### src/rtl/hevc_dct8_mac_seq.sv
// Serial 8-point HEVC transform: one coefficient per cycle on a single MAC,
// with rounded, saturated outputs streamed on a valid/ready port.
module hevc_dct8_mac_seq #(
  parameter int IN_W  = 16,
  parameter int OUT_W = 16,
  parameter int SHIFT = 7
) (
  input  logic                  clk,
  input  logic                  rst,
  input  logic                  in_valid,
  output logic                  in_ready,
  input  logic [8*IN_W-1:0]     in_data,
  input  logic                  in_inv,
  output logic [2:0]            rom_row,
  output logic [2:0]            rom_col,
  input  logic [7:0]            rom_coeff,
  output logic                  out_valid,
  input  logic                  out_ready,
  output logic [OUT_W-1:0]      out_data,
  output logic [2:0]            out_idx,
  output logic                  out_last,
  output logic [1:0]            dbg_state
);

  // Handshakes: a transfer happens on a rising edge where valid && ready.
  // Valid-side outputs stay frozen while valid && !ready.

  localparam int PROD_W = IN_W + 8;
  localparam int ACC_W  = IN_W + 11;
  localparam int SUM_W  = ACC_W + 1;

  localparam logic signed [SUM_W-1:0] ROUND_C = SUM_W'(64'sd1 <<< (SHIFT - 1));
  localparam logic signed [SUM_W-1:0] SAT_MAX = SUM_W'((64'sd1 <<< (OUT_W - 1)) - 64'sd1);
  localparam logic signed [SUM_W-1:0] SAT_MIN = SUM_W'(-(64'sd1 <<< (OUT_W - 1)));

  typedef enum logic [1:0] {
    S_IDLE = 2'd0,
    S_MAC  = 2'd1,
    S_OUT  = 2'd2
  } state_t;

  state_t                   r_state;
  state_t                   w_state_nxt;
  logic [8*IN_W-1:0]        r_x;
  logic                     r_inv;
  logic [2:0]               r_n;
  logic [2:0]               r_k;
  logic signed [ACC_W-1:0]  r_acc;
  logic [OUT_W-1:0]         r_out_data;

  logic signed [7:0]        w_coeff;
  logic signed [IN_W-1:0]   w_x;
  logic signed [PROD_W-1:0] w_prod;
  logic signed [ACC_W-1:0]  w_acc_nxt;
  logic signed [SUM_W-1:0]  w_sum;
  logic signed [SUM_W-1:0]  w_shr;
  logic [OUT_W-1:0]         w_sat;

  always_ff @(posedge clk) begin
    if (rst) r_state <= S_IDLE;
    else     r_state <= w_state_nxt;
  end

  always_comb begin
    w_state_nxt = r_state;
    in_ready    = 1'b0;
    out_valid   = 1'b0;
    rom_row     = 3'd0;
    rom_col     = 3'd0;
    unique case (r_state)
      S_IDLE: begin
        in_ready = 1'b1;
        if (in_valid) w_state_nxt = S_MAC;
      end
      S_MAC: begin
        // Inverse walks the transposed matrix: row=k, col=n.
        rom_row = r_inv ? r_k : r_n;
        rom_col = r_inv ? r_n : r_k;
        if (r_k == 3'd7) w_state_nxt = S_OUT;
      end
      S_OUT: begin
        out_valid = 1'b1;
        if (out_ready) w_state_nxt = (r_n == 3'd7) ? S_IDLE : S_MAC;
      end
      default: w_state_nxt = S_IDLE;
    endcase
  end

  assign w_coeff   = rom_coeff;
  assign w_x       = r_x[32'(r_k) * IN_W +: IN_W];
  assign w_prod    = PROD_W'(w_coeff) * PROD_W'(w_x);
  assign w_acc_nxt = r_acc + ACC_W'(w_prod);
  assign w_sum     = SUM_W'(w_acc_nxt) + ROUND_C;
  assign w_shr     = w_sum >>> SHIFT;

  always_comb begin
    w_sat = w_shr[OUT_W-1:0];
    if (w_shr > SAT_MAX)      w_sat = SAT_MAX[OUT_W-1:0];
    else if (w_shr < SAT_MIN) w_sat = SAT_MIN[OUT_W-1:0];
  end

  always_ff @(posedge clk) begin
    if (rst) begin
      r_x        <= '0;
      r_inv      <= 1'b0;
      r_n        <= 3'd0;
      r_k        <= 3'd0;
      r_acc      <= '0;
      r_out_data <= '0;
    end else begin
      unique case (r_state)
        S_IDLE: begin
          if (in_valid) begin
            r_x   <= in_data;
            r_inv <= in_inv;
            r_n   <= 3'd0;
            r_k   <= 3'd0;
            r_acc <= '0;
          end
        end
        S_MAC: begin
          // The final term is folded in combinationally so the result lands
          // in the same edge that leaves MAC; k wraps back to 0 here.
          r_acc <= w_acc_nxt;
          r_k   <= r_k + 3'd1;
          if (r_k == 3'd7) r_out_data <= w_sat;
        end
        S_OUT: begin
          if (out_ready) begin
            r_n   <= r_n + 3'd1;
            r_k   <= 3'd0;
            r_acc <= '0;
          end
        end
        default: ;
      endcase
    end
  end

  assign out_data  = r_out_data;
  assign out_idx   = r_n;
  assign out_last  = out_valid && (r_n == 3'd7);
  assign dbg_state = r_state;

endmodule

### config.mk
export PLATFORM = sky130hd
export DESIGN_NAME = hevc_dct8_mac_seq
export DESIGN_NICKNAME = d
export VERILOG_FILES = /design/src/rtl/hevc_dct8_mac_seq.sv
export SDC_FILE = /design/constraint.sdc
export NUM_CORES = 1
export LEC_CHECK = 0
export ABC_AREA = 1
export BUFFER_PORTS_ARGS = -buffer_cell sky130_fd_sc_hd__buf_2
export CAP_MARGIN = 20
export CORE_MARGIN = 8
export CORE_UTILIZATION = 45
export CTS_BUF_LIST = sky130_fd_sc_hd__clkbuf_8 sky130_fd_sc_hd__clkbuf_16
export DETAILED_ROUTE_END_ITERATION = 10
export PLACE_DENSITY_LB_ADDON = 0.25
export SLEW_MARGIN = 20
export SYNTH_ARGS = -nofsm -noshare
export SYNTH_HDL_FRONTEND = slang
export SYNTH_SLANG_ARGS = --single-unit
### constraint.sdc
create_clock -name clk -period 14.65 [get_ports clk]
set_input_delay 0.7325 -clock clk [delete_from_list [all_inputs] [get_ports clk]]
set_output_delay 0.7325 -clock clk [all_outputs]
set_load 0.005 [all_outputs]
### After elaboration in Yosys (flattened, before gate mapping)

Cells that the tools add are included.

* register bits after elaboration: 180
* output and inout bits: 30

* $add $sub $neg: 4
* $mul: 1
* magnitude comparators: 2
* equality and inequality tests: 7
* shifts and indexed selects: 1
* muxes and demuxes: 21
* reduce and logical (&&, ||, !) cells: 9

Operators by type and width (count)
* 128-bit by 8-bit indexed part select with 16-bit output: 1
* 27-bit one-hot mux with 3 select lines: 1
* 27-bit two-way mux: 2
* 16-bit two-way mux: 2
* 27-bit by 8-bit adder with 28-bit output (second input constant): 1
* 27-bit by 24-bit adder with 27-bit output: 1
* 8-bit by 16-bit multiplier with 24-bit output: 1
* 21-bit by 16-bit > comparator with 1-bit output (second input constant): 1
* 21-bit by 16-bit < comparator with 1-bit output (second input constant): 1
* 3-bit two-way mux: 7
* 3-bit one-hot mux with 3 select lines: 1
* 3-bit AND reduction: 3
* 3-bit by 1-bit adder with 3-bit output (second input constant): 2
* 3-bit equality test (second input constant): 2
* 2-bit two-way mux: 3
* 2-bit inequality test (second input constant): 3
* 2-bit one-hot mux with 3 select lines: 1
* 3-bit one-hot mux with 2 select lines: 1
* 2-bit AND reduction: 2
* 1-bit two-way mux: 3
* 3-bit nonzero test: 1
* 2-bit by 1-bit equality test with 1-bit output (second input constant): 1
* 2-bit equality test (second input constant): 1
* 2-bit zero test: 1
* other kinds (2): 2

### Depth between registers and ports, before layout

Gate-level depths: netlist of run 1.

* depth after elaboration: 7
* gate-level depth with buffers: 40

### Least setup slack after synthesis of run 1

OpenSTA, ideal clock, no wires.

* kind: reg-to-reg
* start: reg r_k[2]
* end: reg r_out_data[5], in the netlist out_data[5]
* setup time: 109 ps
* arrival time: 6325 ps
* required time: 14541 ps
* path slack: 8216 ps
* stages on the path, launching flop included: 33
* path buffers: 2
* period minus slack after synthesis: 6434 ps
* cell sequence: dfxtp_1 clkbuf_1 clkinv_1 o221ai_1 nand2_1 nor2_1 fa_1 fa_1 inv_1 fa_1 inv_1 fa_1 ha_1 ha_1 nand2_1 inv_1 nand2_1 nor2_1 nand4_1 nand3_1 nand2_1 nand2_1 nand2_1 nor2_2 nand4_2 nand2_1 and2_1 nand3_2 nand2_4 buf_8 nand3_2 nand2_1 inv_1

* cells in the longest elaborated chain, start to end: 7
* elaborated cells on any way between the ends: 10
* classes of those cells: add/sub (2); mul (1); order compare (2); eq/ne (1); shift (1); mux (2); reduce/logical (1)

Ends and longest elaborated chain
* start: declaration: line 47 `logic [2:0] r_k;`
* start signal: assignment: line 125 `r_k <= r_k + 3'd1;`
* 128-bit by 8-bit indexed part select with 16-bit output: line 90 `assign w_x = r_x[32'(r_k) * IN_W +: IN_W];`
* 8-bit by 16-bit multiplier with 24-bit output: line 91 `assign w_prod = PROD_W'(w_coeff) * PROD_W'(w_x);`
* 27-bit by 24-bit adder with 27-bit output: line 92 `assign w_acc_nxt = r_acc + ACC_W'(w_prod);`
* 27-bit by 8-bit adder with 28-bit output: line 93 `assign w_sum = SUM_W'(w_acc_nxt) + ROUND_C;`
* 21-bit by 16-bit < comparator with 1-bit output: line 99 `else if (w_shr < SAT_MIN) w_sat = SAT_MIN[OUT_W-1:0];`
* 16-bit two-way mux: line 99
* 16-bit two-way mux: line 98 `if (w_shr > SAT_MAX) w_sat = SAT_MAX[OUT_W-1:0];`
* end signal: assignment: line 126 `if (r_k == 3'd7) r_out_data <= w_sat;`
* end: declaration: line 49 `logic [OUT_W-1:0] r_out_data;`

Parallel ways exist; a longest one is shown, timed or not.
A chain may end at the register's enable or synchronous reset.

### Worst setup path in the final report of run 1

* start: reg r_k[2]
* end: reg r_out_data[3], in the netlist out_data[3]

The elaborated chain is that of the path after synthesis.

==> results of run 1 <==
## cells by family after synthesis
kind of cell	Yosys count	synth area share, %
simple gates	953	27.8
buf+inv	352	9.45
compound gates	299	11.3
fa+ha+maj	205	25.0
flops	180	24.9
xor+xnor	22	1.44
## final timing paths
kind / from / end / slack (ps) / cells past startpoint
setup / recovery: r_k[2]$_SDFFE_PP0P_ / out_data[3]$_SDFFE_PP0P_ / 6650 / 33
hold / removal: r_acc[2]$_SDFFE_PP0P_ / r_acc[2]$_SDFFE_PP0P_ / 470 / 2
setup reg to reg: r_k[2]$_SDFFE_PP0P_ / out_data[3]$_SDFFE_PP0P_ / 6650 / 33
hold reg to reg: r_acc[2]$_SDFFE_PP0P_ / r_acc[2]$_SDFFE_PP0P_ / 470 / 2
## critical path: cells and delay by family (launching register included)
| family | cells | cell delay, ps |
|---|---|---|
| DFF | 1 | 850 |
| AOI/OAI and AO/OA | 1 | 270 |
| adders and majority gates | 6 | 3030 |
| and+or+nand+nor | 18 | 2290 |
| buffers and inverters | 8 | 1440 |
## routing by layer
layer  up-vias  global-route usage, %  routed length, µm
met1      6272                   30.9              19600
met5         -                      0                  0
met2       458                   36.9              19700
met4         0                   6.63                954
met3        58                   4.71               3030
li1       6483                      -                  -
## through the flow
stage,util [%],std cells,hold WS (ps)
5_1_grt,51.3,2533,483
2_1_floorplan,-,2011,441
3_5_place_dp,49.2,2501,453
3_3_place_gp,49.2,2501,449
4_1_cts,51.3,2533,466
6_report,51.3,2533,467
## registers in the layout, indices dropped and copies added (netlist names)
| name | flops |
|---|---|
| r_inv | 1 |
| r_acc | 27 |
| dbg_state | 2 |
| r_k | 3 |
| out_data | 16 |
| out_idx | 3 |
| r_x | 128 |
## layout by cell type, fill, tap and decap left out, types with 17 or more instances in the layout
master     netlist  layout
o21ai_0        206     206
inv_1          249     246
dfxtp_1        180     179
ha_1            65      65
nand2_1        332     331
nor2_1         482     480
nand2_2         31      32
fa_1           140     140
nand4_1         20      20
nand3_1         39      39
clkbuf_16        0      17
buf_2            1     170
a21oi_1         54      54
o221ai_1        30      30
## final cells by class
class | instances | area [µm²]
clock inverters | 15 | 244
well taps | 402 | 503
flip-flops and latches | 180 | 3610
fillers | 3144 | 15400
inverters | 261 | 983
repair buffers | 179 | 918
clock buffers | 17 | 425
multi-input cells | 1479 | 9500
==> impl_metrics.ini, run 1 <==
[routing]
antenna_left = 0
wl_mm = 43.3
wire_per_inst_um = 17.1
drc = 0
viasPerCell = 5.24
vias = 13271
first_pass_iters = 5
dr.first_iter.drc_count = 1053

[die]
die_height_um = 195
io_pins = 171
core_mm2 = 0.0316
rows = 65
initial_core_util_pct = 45.8
die-area_mm2 = 0.0381
die_w_um = 195

[timing]
max_freq_ghz = 0.125
worstMarginPinSlew_ps = 1060
fin_crit_ps = 8000
hold_viol = 0
period_share_pct = 54.6
setup_viol = 0
skew_ps = 14.1
tns_ps = 0
setup_ws_ps = 6650
relSlewSlack_pct = 29.3
rsz0062_at_grt = no
slew_viol_final = 0

[yosys]
synth_edf_count = 0
ys_top_cells_by_count = nor2_1 (482), nand2_1 (332), inv_1 (249), o21ai_0 (206), dfxtp_1 (180)
yosysWarnings = 0
yosys.area.top_type = dfxtp_1
synth_flop_cell = dfxtp_1
synth-seq-cells = 180
synthCells = 2011
avgSynthCellArea_um2 = 7.19
synth_seq_area_share_pct = 24.9
synthTopCellsByArea = dfxtp_1 (25%), fa_1 (19%), nor2_1 (13%), nand2_1 (8.6%), o21ai_0 (7.1%)
async_flop_share_pct = 0
synth_top_area_share_pct = 24.9
synth_cell_type_count = 44
synthMostInstantiatedCell = nor2_1
synth_area_mm2 = 0.0145
synthesis.nets = 2357

[clock_tree]
cts_buffer_depth = 2
clkSinkCount = 180
postCtsSetupBuffers = 0
path_clk_slew_ps = 90
cts_tree = done
h-tree-depth = 4
cts_buffers = 17
clk_latency_ps = 460
ctsHoldBuffers = 0
cts_resized = 0
cts_root_buf = clkbuf_16

[grt]
track_usage_pct = 23.0
grt_pass1_vias = 13283
grt_max_degree = 132
grt_pass1_wl_mm = 69.9
overflow = 0
antenna_found_initial = 0

[worst_setup_path]
setup.worst_path.end_class = flop
crit_arrival_ps = 8360
required_ps = 15010
start_kind = flop
cp_max_fo = 19
critical_path_class = reg -> reg
critPathSlowestCell = dfxtp_1
slowest_delay_ps = 850
cp_common_cell = nand2_1

[place]
place_ws_ps = 6660
dp_hpwl_mm = 33.9
gp_congestion = 0.913
place_area_mm2 = 0.0155
io_buffers = 170

[run]
drv_cap = 0

[layout]
n_antenna_cell = 0
final_nets = 2464
fin_area_mm2 = 0.0162
syn2layout_area_growth_pct = 12.0
drive_above_1_share_pct = 14.4

[min_path]
hp-class = reg -> reg

[outcome]
status = complete, no violations
Power of run 1 is left out: the tool's default activity adds up to more than one toggle a clock period on the data nets, which glitch-free logic cannot reach.
==> inputs of run 2 (changes only) <==
--- a/config.mk
+++ b/config.mk
@@ -5,7 +5,7 @@
 export SDC_FILE = /design/constraint.sdc
 export NUM_CORES = 1
 export LEC_CHECK = 0
-export ABC_AREA = 1
+export ABC_AREA = 0
 export BUFFER_PORTS_ARGS = -buffer_cell sky130_fd_sc_hd__buf_2
 export CAP_MARGIN = 20
 export CORE_MARGIN = 8
==> constraint.sdc (replaced) <==
create_clock -name clk -period 6.9 [get_ports clk]
set_input_delay 0.345 -clock clk [delete_from_list [all_inputs] [get_ports clk]]
set_output_delay 0.345 -clock clk [all_outputs]
set_load 0.005 [all_outputs]
==> run 2 against run 1 <==
The flow now finishes with violations (negative setup slack). Global-route usage down 1.6 points. Critical path depth down 9. First-iteration DRC count down 24%. Setup slack worse by 6700 ps. Clock skew up 1.4 ps. Highest routed layer unchanged.
==> impl_metrics.ini, run 2 <==
[yosys]
yosysWarnings = 0
synthCells = 1506
ys_top_cells_by_count = nand2_1 (293), dfxtp_1 (180), a21oi_1 (152), fa_1 (140), inv_1 (99)
synth-seq-cells = 180
avgSynthCellArea_um2 = 9.12
synth_seq_area_share_pct = 26.2
yosys.area.top_type = dfxtp_1
synthTopCellsByArea = dfxtp_1 (26%), fa_1 (20%), nand2_1 (8.0%), ha_1 (5.9%), a21oi_1 (5.5%)
async_flop_share_pct = 0
synth_edf_count = 0
synth_area_mm2 = 0.0137
synth_flop_cell = dfxtp_1
synth_top_area_share_pct = 26.2
synth_cell_type_count = 78
synthMostInstantiatedCell = nand2_1
synthesis.nets = 1852

[die]
io_pins = 171
die_w_um = 191
initial_core_util_pct = 45.2
die_height_um = 191
rows = 64
die-area_mm2 = 0.0364
core_mm2 = 0.0303

[layout]
final_nets = 2094
syn2layout_area_growth_pct = 26.9
n_antenna_cell = 0
largest_reg_flops = 128
top_register = r_x
layout.cells.most_common_list = nand2_1 (288), dfxtp_1 (178), buf_2 (169)
drive_above_1_share_pct = 29.4
fin_util_pct = 57.4
layout_commonest_cell = nand2_1
regArea_mm2 = 0.00361
nFillCells = 2658
multi_input_area_mm2 = 0.0101
fin_area_mm2 = 0.0174

[place]
gp_congestion = 0.899
place_ws_ps = -150
dp_hpwl_mm = 29.3
io_buffers = 170
place_area_mm2 = 0.0156

[timing]
fin_crit_ps = 6930
slew_viol_final = 0
relSlewSlack_pct = 37.4
setup_ws_ps = -33.8
rsz0062_at_grt = yes
max_freq_ghz = 0.144
worstMarginPinSlew_ps = 936
hold_viol = 0
skew_ps = 15.5
setup_viol = 7
period_share_pct = 100

[clock_tree]
cts_buffer_depth = 2
clkSinkCount = 180
path_clk_slew_ps = 90
clk_latency_ps = 440
cts_buffers = 17
cts_tree = done
cts_root_buf = clkbuf_16
ctsHoldBuffers = 0
h-tree-depth = 4

[worst_setup_path]
setup.worst_path.end_class = flop
required_ps = 7260
crit_arrival_ps = 7290
regToRegSetupSlack_ps = -30
critical_path_class = reg -> reg
start_kind = flop
cp_max_fo = 8

[grt]
grt_pass1_vias = 11790
track_usage_pct = 21.3
grt_pass1_wl_mm = 62.7
grt_max_degree = 120
overflow = 0
antenna_found_initial = 0

[pwr]
ir_worst_vdd_mv = 0.298
p_leak_nw = 7.43
p_per_area_mw_per_mm2 = 442

[routing]
dr.first_iter.drc_count = 804
vias = 11540
wire_per_inst_um = 18.2
viasPerCell = 5.35
wl_mm = 39.2
drc = 0
antenna_left = 0
first_pass_iters = 7

[outcome]
status = complete, but fails checks
violations = negative setup slack

[run]
drv_cap = 0

[min_path]
hp-class = in -> reg
-- run 2: changes by cell type in the layout (fill, tap and decap cells not counted), moves of 27 or more --
cell and delta:
inv_1 -149, a22oi_1 +30, nand2_2 -27, o21ai_0 -199
nand2b_1 +30, o221ai_1 -29, nor2b_1 +69, buf_4 +110
mux4_2 +32, nand2_1 -43, nand3_1 -30, nor2_1 -408
a21oi_1 +90
-- run 2: repair_timing --
item,CTS,global route
resized for setup,58,74
endpoints found under the setup margin,16,16
cloned,5,1
pin swaps,30,57
setup buffers,25,17
-- run 2: worst max-delay path: stages (launching register included) --
cell and delay, ps:
dfxtp_4 440, buf_16 160, mux4_2 530, mux2i_2 230, nand2b_4 170, fa_1 430, fa_1 510, inv_2 40
fa_1 540, fa_1 430, fa_1 520, ha_4 350, a21oi_4 90, a2111oi_4 330, buf_4 190, nor3b_4 60
o221ai_4 230, xor2_4 210, nand3_4 90, or4_4 540, a31oi_4 170, buf_6 140, buf_12 120, o21ai_4 60
a211oi_2 230
-- run 2: report_power, final --
| part | switching [W] | total, W | leakage (nW) | internal [W] |
|---|---|---|---|---|
| Sequential | 0.0000602 | 0.00118 | 1.47 | 0.00112 |
| Clock | 0.000513 | 0.00101 | 0.296 | 0.000493 |
| Combinational | 0.00293 | 0.00551 | 5.66 | 0.00258 |
-- run 2: worst paths after layout --
| kind | startpoint | endpoint | cells past startpoint |
|---|---|---|---|
| worst min register to register | r_x[126]$_SDFFE_PP0P_ | r_x[126]$_SDFFE_PP0P_ | 2 |
| worst min-delay path | in_data[55] | r_x[55]$_SDFFE_PP0P_ | 3 |
| worst max register to register | r_k[0]$_SDFFE_PP0P_ | out_data[1]$_SDFFE_PP0P_ | 24 |
| worst max-delay path | r_k[0]$_SDFFE_PP0P_ | out_data[1]$_SDFFE_PP0P_ | 24 |
-- run 2: cell families after synthesis --
group	after synthesis	synth area share [%]
buffers and inverters	190	5.40
XOR/XNOR	37	2.55
AO/OA/AOI/OAI	274	13.1
adder cells (fa/ha/maj)	205	26.3
multiplexers	57	7.13
flip-flops	180	26.2
AND/OR/NAND/NOR	563	19.2
-- run 2: through the flow --
step                power (W)  setup TNS, ps  hold slack (ps)  std cells
global placement      0.00562           -607              439       2079
CTS                   0.00713         -0.973              119       2141
finish                0.00770           -142              138       2157
global route          0.00822          -3120              127       2157
floorplan             0.00411              0              433       1506
detailed placement    0.00565          -1620              443       2079
-- run 2: area by class of cell --
cell class              instances  share of cell area (%)
clock buffers                  17                    2.44
clock inverters                15                    1.04
inverters                      99                    2.13
multi-input cells            1136                    58.1
flip-flops and latches        180                    20.7
well taps                     396                    2.84
repair buffers                314                    12.7
-- run 2: routing by layer --
metal  vias up  global-route usage, %  part of all wire [%]
li1       5513                      -                     -
met1      5676                   30.7                    47
met2       319                   33.6                    47
met3        32                   3.51                   4.9
met4         0                   3.82                   1.0
met5         -                      0                     0
Note: power is estimated with default switching activity, not from simulation.
==> inputs of run 3 (changes only) <==
==> constraint.sdc (replaced) <==
create_clock -name clk -period 5.8 [get_ports clk]
set_input_delay 0.29 -clock clk [delete_from_list [all_inputs] [get_ports clk]]
set_output_delay 0.29 -clock clk [all_outputs]
set_load 0.005 [all_outputs]
==> run 3 against run 2 <==
The run still ends with negative setup slack left. Clock power increased by 16%. Non-clock buffer count is 58 higher. Register-to-register slack got worse by 1200 ps. Via count increased by 3.3%. Combinational power is 33% higher. Largest cell class unchanged.
==> impl_metrics.ini, run 3 (synthesis results as in run 2) <==
[outcome]
status = complete, but fails checks
violations = negative setup slack

[worst_setup_path]
r2r_end = out_data[0]$_SDFFE_PP0P_
critPathSlowestCell = mux4_2
critical_path_class = reg -> reg
cp-startpoint = r_k[0]$_SDFFE_PP0P_
crit_end = out_data[0]$_SDFFE_PP0P_
path_depth = 23
cp_max_fo = 8
ff2ff_path_depth = 23
worstPathCellList = buf_12, mux4_2, mux2i_4, nand2b_4, fa_1, fa_1, inv_1, fa_1, fa_1, fa_1, ha_4, a21oi_4, a2111oi_4, buf_4, nor3b_4, xnor2_2, a21boi_4, nand4_1, nor3_2, a21oi_2, a21o_1, buf_12, a2111oi_4
crit_buf_inv = 4
crit_family = adder cells
required_ps = 6150
crit_arrival_ps = 7340
start_kind = flop
regToRegSetupSlack_ps = -1200
timing.rr.start = r_k[0]$_SDFFE_PP0P_
cp_common_cell = fa_1
slowest_delay_ps = 600
setup.worst_path.end_class = flop

[die]
rows = 64
initial_core_util_pct = 45.2
die_height_um = 191
io_pins = 171
core_mm2 = 0.0303
die_w_um = 191
die-area_mm2 = 0.0364

[layout]
largest_reg_flops = 128
layout_commonest_cell = nand2_1
final_nets = 2152
syn2layout_area_growth_pct = 32.2
fin_util_pct = 59.8
drive_above_1_share_pct = 34.0
fin_area_mm2 = 0.0182
n_antenna_cell = 0
top_register = r_x
layout.cells.most_common_list = nand2_1 (283), dfxtp_1 (177), buf_2 (169)

[pwr]
pwr-share-seq_pct = 14.2
clkPwrFrac_pct = 11.8
ir_worst_vdd_mv = 0.400
p_per_area_mw_per_mm2 = 546
switchingPower_w = 0.00431
p_int_w = 0.00560
comb_power_share_pct = 73.9
switching_share_pct = 43.5
p_leak_nw = 7.77
power_w = 0.00991

[timing]
period_share_pct = 121
setup_viol = 26
fin_crit_ps = 7000
relSlewSlack_pct = 28.8
worstMarginPinSlew_ps = 1070
max_freq_ghz = 0.143
skew_ps = 18.1
slew_viol_final = 0
rsz0062_at_grt = yes
setup_ws_ps = -1200
hold_viol = 0

[routing]
viasPerCell = 5.38
first_pass_iters = 5
drc = 0
vias = 11926
wire_per_inst_um = 18.4
antenna_left = 0
wl_mm = 40.7
dr.first_iter.drc_count = 839

[clock_tree]
cts_root_buf = clkbuf_16
cts_buffer_depth = 2
h-tree-depth = 4
cts_tree = done
clkSinkCount = 180
clk_latency_ps = 450
cts_buffers = 17
path_clk_slew_ps = 80
ctsHoldBuffers = 0

[grt]
track_usage_pct = 22.2
overflow = 0
antenna_found_initial = 0
grt_pass1_vias = 12390
grt_pass1_wl_mm = 64.6
grt_max_degree = 119

[run]
drv_cap = 0

[place]
gp_congestion = 0.881
place_area_mm2 = 0.0163
dp_hpwl_mm = 30.6
io_buffers = 170

[min_path]
hp-class = in -> reg
[run 3: changes by cell type in the layout (fill, tap and decap cells not counted), moves of 5 or more]
cell / before / now
buf_4: 119 / 166
mux2i_1: 15 / 7
o21ai_2: 7 / 15
and2_4: 1 / 8
buf_6: 11 / 18
a22oi_1: 30 / 24
a22oi_2: 0 / 6
buf_12: 8 / 14
and2_1: 26 / 21
ha_4: 19 / 24
mux2i_4: 5 / 10
nand2_1: 288 / 283
[run 3: area by class of cell]
type                    instances  area [µm²]
flip-flops and latches        180        3610
clock buffers                  18         439
repair buffers                372        2680
inverters                      99         372
fillers                      2552       12200
well taps                     396         495
multi-input cells            1136       10400
clock inverters                14         141
[run 3: power by group through the flow]
stage | Sequential [W] | Clock [W] | Combinational [W]
finish | 0.00141 | 0.00117 | 0.00733
global route | 0.00142 | 0.00123 | 0.00797
CTS | 0.00141 | 0.00119 | 0.00653
detailed placement | 0.00144 | 0 | 0.00586
global placement | 0.00143 | 0 | 0.00583
floorplan | 0.00141 | 0 | 0.00356
[run 3: timing repair]
item	4_1_cts	5_1_grt
gates cloned	1	3
resized for setup	81	93
pin swaps	18	39
setup endpoints to repair	27	32
hold endpoints to repair	0	0
setup buffers	21	19
[run 3: layer usage]
metal,vias to the layer above,wire length [µm],GRT usage [%]
li1,5620,-,-
met4,0,777,6.41
met5,-,0,0
met2,280,20100,37.0
met1,5978,18200,29.3
met3,48,1690,3.46
[run 3: stage by stage]
step	std cells	setup WS (ps)	TNS, ps	hold WS [ps]
after floorplan	1506	-886	-13630	426
after global placement	2141	-1210	-22390	438
after detailed placement	2141	-1270	-23180	445
after CTS	2195	-1030	-18260	67.5
after global routing	2215	-1430	-26600	76.9
final	2215	-1200	-21070	80.6
[run 3: how the worst min path moves through the flow]
stage / start / end / slack (ps) / cells past startpoint
2_1_floorplan: in_data[0] / r_x[0]$_SDFFE_PP0P_ / 430 / 2
3_3_place_gp: r_x[6]$_SDFFE_PP0P_ / r_x[6]$_SDFFE_PP0P_ / 440 / 2
3_5_place_dp: r_x[61]$_SDFFE_PP0P_ / r_x[61]$_SDFFE_PP0P_ / 450 / 2
4_1_cts: in_data[107] / r_x[107]$_SDFFE_PP0P_ / 70 / 3
5_1_grt: in_data[24] / r_x[24]$_SDFFE_PP0P_ / 80 / 3
6_report: in_data[98] / r_x[98]$_SDFFE_PP0P_ / 80 / 3
[run 3: worst register-to-register path, stage by stage, from the launching register on]
cell	delay (ps)
dfxtp_4	430
buf_12	150
mux4_2	600
mux2i_4	230
nand2b_4	170
fa_1	450
fa_1	510
inv_1	50
fa_1	490
fa_1	560
fa_1	460
ha_4	340
a21oi_4	70
a2111oi_4	320
buf_4	190
nor3b_4	60
xnor2_2	280
a21boi_4	280
nand4_1	190
nor3_2	260
a21oi_2	60
a21o_1	230
buf_12	170
a2111oi_4	330
